--- src/rtl/sine_seq_ctrl.sv ---
// Burst sequencer for the magic-circle sine oscillator: paces osc_en, counts samples, registers output.
// Optional macro SINE_CTRL_PHASE_RESET_EN inserts a one-cycle RESTART that rephases the oscillator.
module sine_seq_ctrl #(
    parameter int unsigned DIV_W = 16,
    parameter int unsigned CNT_W = 16
) (
    input  logic                clk,
    input  logic                reset,
    input  logic                start,
    input  logic                stop,
    input  logic [DIV_W-1:0]    rate_div,
    input  logic [CNT_W-1:0]    num_samples,
    input  logic signed [19:0]  sine_in,
    output logic                osc_en,
    output logic                osc_rst_n,
    output logic                busy,
    output logic                done,
    output logic signed [19:0]  sample_out,
    output logic                sample_valid
);

    typedef enum logic [1:0] {
        StIdle,
        StRestart,
        StRun,
        StDone
    } state_e;

    state_e            state_q, state_d;
    logic [DIV_W-1:0]  rate_div_q, rate_div_d;
    logic [CNT_W-1:0]  num_samples_q, num_samples_d;
    logic [DIV_W-1:0]  div_cnt_q, div_cnt_d;
    logic [CNT_W-1:0]  smp_cnt_q, smp_cnt_d;
    logic signed [19:0] sample_out_q, sample_out_d;
    logic              sample_valid_q;

    logic [CNT_W-1:0]  smp_cnt_inc;
    logic              step_hit;
    logic              last_sample;

    assign smp_cnt_inc = smp_cnt_q + CNT_W'(1);
    assign step_hit    = (div_cnt_q == rate_div_q);
    // num_samples of zero means run until stop, so never completes
    assign last_sample = (num_samples_q != '0) && (smp_cnt_inc == num_samples_q);

    always_comb begin
        state_d       = state_q;
        rate_div_d    = rate_div_q;
        num_samples_d = num_samples_q;
        div_cnt_d     = div_cnt_q;
        smp_cnt_d     = smp_cnt_q;
        sample_out_d  = sample_out_q;
        osc_en        = 1'b0;
        busy          = 1'b0;
        done          = 1'b0;

        unique case (state_q)
            StIdle: begin
                if (start && !stop) begin
`ifdef SINE_CTRL_PHASE_RESET_EN
                    state_d = StRestart;
`else
                    state_d = StRun;
`endif
                    rate_div_d    = rate_div;
                    num_samples_d = num_samples;
                    div_cnt_d     = '0;
                    smp_cnt_d     = '0;
                end
            end
            StRestart: begin
                busy    = 1'b1;
                state_d = stop ? StIdle : StRun;
            end
            StRun: begin
                busy = 1'b1;
                if (stop) begin
                    state_d = StIdle;
                end else if (step_hit) begin
                    osc_en       = 1'b1;
                    div_cnt_d    = '0;
                    smp_cnt_d    = smp_cnt_inc;
                    sample_out_d = sine_in;
                    if (last_sample) begin
                        state_d = StDone;
                    end
                end else begin
                    div_cnt_d = div_cnt_q + DIV_W'(1);
                end
            end
            StDone: begin
                done    = 1'b1;
                state_d = StIdle;
            end
            default: begin
                state_d = StIdle;
            end
        endcase
    end

    always_ff @(posedge clk or posedge reset) begin
        if (reset) begin
            state_q        <= StIdle;
            rate_div_q     <= '0;
            num_samples_q  <= '0;
            div_cnt_q      <= '0;
            smp_cnt_q      <= '0;
            sample_out_q   <= '0;
            sample_valid_q <= 1'b0;
        end else begin
            state_q        <= state_d;
            rate_div_q     <= rate_div_d;
            num_samples_q  <= num_samples_d;
            div_cnt_q      <= div_cnt_d;
            smp_cnt_q      <= smp_cnt_d;
            sample_out_q   <= sample_out_d;
            sample_valid_q <= osc_en;
        end
    end

`ifdef SINE_CTRL_PHASE_RESET_EN
    assign osc_rst_n = ~reset & (state_q != StRestart);
`else
    assign osc_rst_n = ~reset;
`endif

    assign sample_out   = sample_out_q;
    assign sample_valid = sample_valid_q;

endmodule

--- config.mk ---
export PLATFORM = sky130hd
export DESIGN_NAME = sine_seq_ctrl
export DESIGN_NICKNAME = d
export VERILOG_FILES = /design/src/rtl/sine_seq_ctrl.sv
export SDC_FILE = /design/constraint.sdc
export NUM_CORES = 1
export LEC_CHECK = 0
export CAP_MARGIN = 20
export CORE_MARGIN = 1.5
export CORE_UTILIZATION = 30
export DETAILED_ROUTE_END_ITERATION = 16
export GPL_ROUTABILITY_DRIVEN = 0
export GPL_TIMING_DRIVEN = 0
export PLACE_DENSITY = 0.49
export SLEW_MARGIN = 10
export SYNTH_ARGS = -nofsm -noshare
export SYNTH_HDL_FRONTEND = slang
export SYNTH_SLANG_ARGS = --single-unit
--- constraint.sdc ---
create_clock -name clk -period 6.6 [get_ports clk]
set_clock_uncertainty 0.05 [all_clocks]
set_input_delay 0.66 -clock clk [delete_from_list [all_inputs] [get_ports clk]]
set_output_delay 0.66 -clock clk [all_outputs]
set_load 0.02 [all_outputs]
==> implementation parameters <==
Parameter                              Value

STA
  Slew @ Worst Pin ... 0.671 ns
  Tmin final ... 3.44 ns
  Fin crit share ... 52.2%
  Smallest setup slack after layout ... 3.16 ns
  Pins Over Slew Limit ... 0
  Final hold vios ... 0
  Final-layout worst hold slack ... 0.455 ns
  Final setup violation count ... 0
  Setup total negative slack ... 0 ns
  Unrepaired setup endpoints after global routing ... false
  Tightest slew margin relative to the limit ... 55.3%
  Maximum clock rate ... 290 MHz

Floorplan
  Total die area ... 15700 sq um
  Std-Cell Rows ... 44
  Die outline width ... 125 um
  I/O pin cnt ... 81
  Initial Utilization ... 30.8%
  Vertical extent of the die ... 125 um
  Core ar. ... 14600 sq um

Logic synthesis
  Post-synthesis net count ... 467
  Post-synthesis adder-cell area fraction ... 1.67%
  Synthesized flop and latch total ... 87
  Synth area leader ... dfrtp_1
  Dominant combinational cell family by area after synthesis ... simple AND/OR/NAND/NOR gates
  Async set-or-reset flop fraction in the synthesized netlist ... 100%
  Area of the mapped netlist ... 4490 sq um
  Top flip-flop cell by instance count after synthesis ... dfrtp_1
  Synthesized-area fraction occupied by and/or/nand/nor cells ... 14.0%
  Number of distinct library cells after synthesis ... 49
  Area share of xor/xnor cells in the synthesized design ... 9.16%
  Post-synth EDFFs ... 0
  Dominant cell by count in the synthesized netlist ... dfrtp_1
  Number of instances in the synthesized netlist ... 405
  Synth area leaders ... dfrtp_1, mux2_2, xor2_1
  List of most frequent post-synthesis cells ... dfrtp_1, mux2_2, xor2_1, nor2_1, o21ai_0
  Syn Area/Cell ... 11.1 sq um
  Fraction of the mapped netlist area in compound gates ... 10.5%
  Synthesis warning total ... 0
  Share of synthesized area spent on multiplexers ... 13.7%
  Sequential element share of the synthesized area ... 48.5%
  Share of Yosys cell area claimed by the top area cell type ... 48.5%

Clock network
  Number of buffers created by CTS ... 9
  CTS hold repair buffers ... 0
  Post-CTS Resized ... 0
  Worst-path clk slew ... 0.06 ns
  Clock root cell ... clkbuf_16
  Skew-Pair Late Insertion Delay ... 0.34 ns
  Clock Sinks ... 87
  Worst-case clock buffer depth ... 2
  TritonCTS clock tree ... built
  # H-tree levels ... 3
  Post-CTS setup buffers ... 0

Power
  Worst IR Drop VDD ... 0.128 mV
  Pint ... 1190 uW
  Fraction of power consumed by sequential logic ... 43.3%
  Relative contribution of the clock network to total power ... 28.7%
  PD cells ... 296 nW/um^2
  Net load switching power ... 541 uW
  Switching share of power ... 31.3%
  Leakage Power ... 0.00248 uW
  Fraction of power consumed by combinational cells ... 28.1%

Layout
  Count of inserted antenna diode cells ... 0
  Number of nets at the end of the flow ... 559
  Total area of multi-input combinational cells ... 2200 sq um
  Post-synthesis to final-layout area growth ... 29.9%
  Total of fill cells in the finished design ... 1391
  Final design utilization ... 40.0%
  Sequential cell area ... 2180 sq um
  Share of cells above drive strength 1 ... 17.2%

Outcome
  Run status ... finished, final reports clean

Critical path
  Highest-delay cell along the critical path ... clkdlybuf4s50_1
  Crit start category ... flop
  Data required time at the worst endpoint ... 5.89 ns
  Arrival time reported for the critical path endpoint ... 2.73 ns
  Capturing element type of the critical path ... output pin
  Cell chain of the critical path ... xor2_1 -> nor4_2 -> nand4_2 -> nor3_1 -> clkdlybuf4s50_1
  Largest stage delay, worst path ... 0.70 ns
  Reg2Reg Setup Slack ... 4.12 ns
  Max FO, Critical Path ... 9
  Path type of the worst setup path ... reg2out

Global routing
  Global route total overflow ... 0
  Global routing usage summed across all routing layers ... 14.8%
  Global-route wire length before repair ... 18.4 mm
  Antenna violations before repair ... 0
  Largest net degree at the start of global routing ... 50
  Vias in the first global route ... 3605

Min path
  Classification of the worst-slack hold path ... reg2reg

Detailed routing
  Post-DR wirelength/cell ... 16.0 um
  Post-detailed-routing wire length ... 11.0 mm
  Via count ... 3443
  DRC ... 0
  DR vias/cell ... 5.03
  Number of nets still failing antenna checks after routing ... 0
  DRC marker count from the first detailed-route iteration ... 162
  Number of iterations in the first detailed-routing pass ... 4

Place
  Placement Setup Slack ... 3.50 ns
  Placed wire-length estimate after detailed placement ... 8.14 mm
  Count of buffers inserted at the top-level ports ... 80

Job
  Max_cap viols ... 0
power groups by stage:
stage          clock network, uW  registers (uW)  logic, uW
4_1_cts                      513             749        491
2_1_floorplan                  0             728        359
6_report                     495             748        485
5_1_grt                      531             767        542
3_5_place_dp                   0             759        488
3_3_place_gp                   0             758        479
critical path: cells and delay by family, from the launching register on:
family,cells,cell delay (ns)
xor gates and xnor gates,1,0.20
buffers and inverters,1,0.70
DFF,1,0.43
and+or+nand+nor,3,1.06
stage by stage:
stage | std cells | power (uW) | area [sq um]
finish | 684 | 1730 | 5830
global route | 684 | 1840 | 5830
CTS | 684 | 1750 | 5830
detailed placement | 670 | 1250 | 5550
global placement | 669 | 1240 | 5520
floorplan | 405 | 1090 | 4490
cells by family after synthesis:
family / count (synthesis)
buffers and inverters: 27
XOR/XNOR: 47
adder cells (fa/ha/maj): 6
AND/OR/NAND/NOR: 113
multiplexers: 55
AO/OA/AOI/OAI: 70
flip-flops: 87
cell usage in the layout, fill, tap and decap left out, types with 8 or more instances in the layout:
cell	instances
clkbuf_1	9
xnor2_1	17
inv_1	9
nand4_1	12
nand3_1	9
mux2_2	52
o21ai_0	23
nand2_1	22
dfrtp_1	87
a21oi_1	10
and3_1	8
xor2_1	30
o31ai_1	8
clkbuf_16	9
clkdlybuf4s50_1	80
nor2_1	24
flip-flops by register name, summed over array words and instances, names as in the netlist:
name / cells
num_samples_q: 16
state_q: 2
smp_cnt_q: 16
sample_out: 20
sample_valid: 1
div_cnt_q: 16
rate_div_q: 16
per-layer routing:
metal	routed length (um)	share of wire, %	up-vias	GRT usage (%)
met2	5000	46	85	23.0
met4	271	2.5	0	7.62
li1	-	-	1647	-
met1	5030	46	1694	19.0
met5	0	0	-	0
met3	649	5.9	17	3.81
path summary, 6_finish.rpt:
| check | startpoint | to | cells after the start |
|---|---|---|---|
| max reg2reg | div_cnt_q[11] | smp_cnt_q[7] | 6 |
| min in group asynchronous | reset | sample_out[12] | 2 |
| max | div_cnt_q[11] | osc_en | 5 |
| min reg2reg | sample_out[19] | sample_out[19] | 1 |
| max in group asynchronous | reset | num_samples_q[15] | 3 |
| min | sample_out[19] | sample_out[19] | 1 |
layout make-up:
cell class                      instances  share of cell area, %
Inverter                               10                  0.686
Sequential cell                        87                   37.3
Multi-Input combinational cell        291                   37.8
Buffer                                 17                   1.27
Clock buffer                           13                   4.29
Tap cell                              184                   3.95
Clock inverter                          1                  0.515
Timing Repair Buffer                   81                   14.2
(Power assumes the default switching activity.)
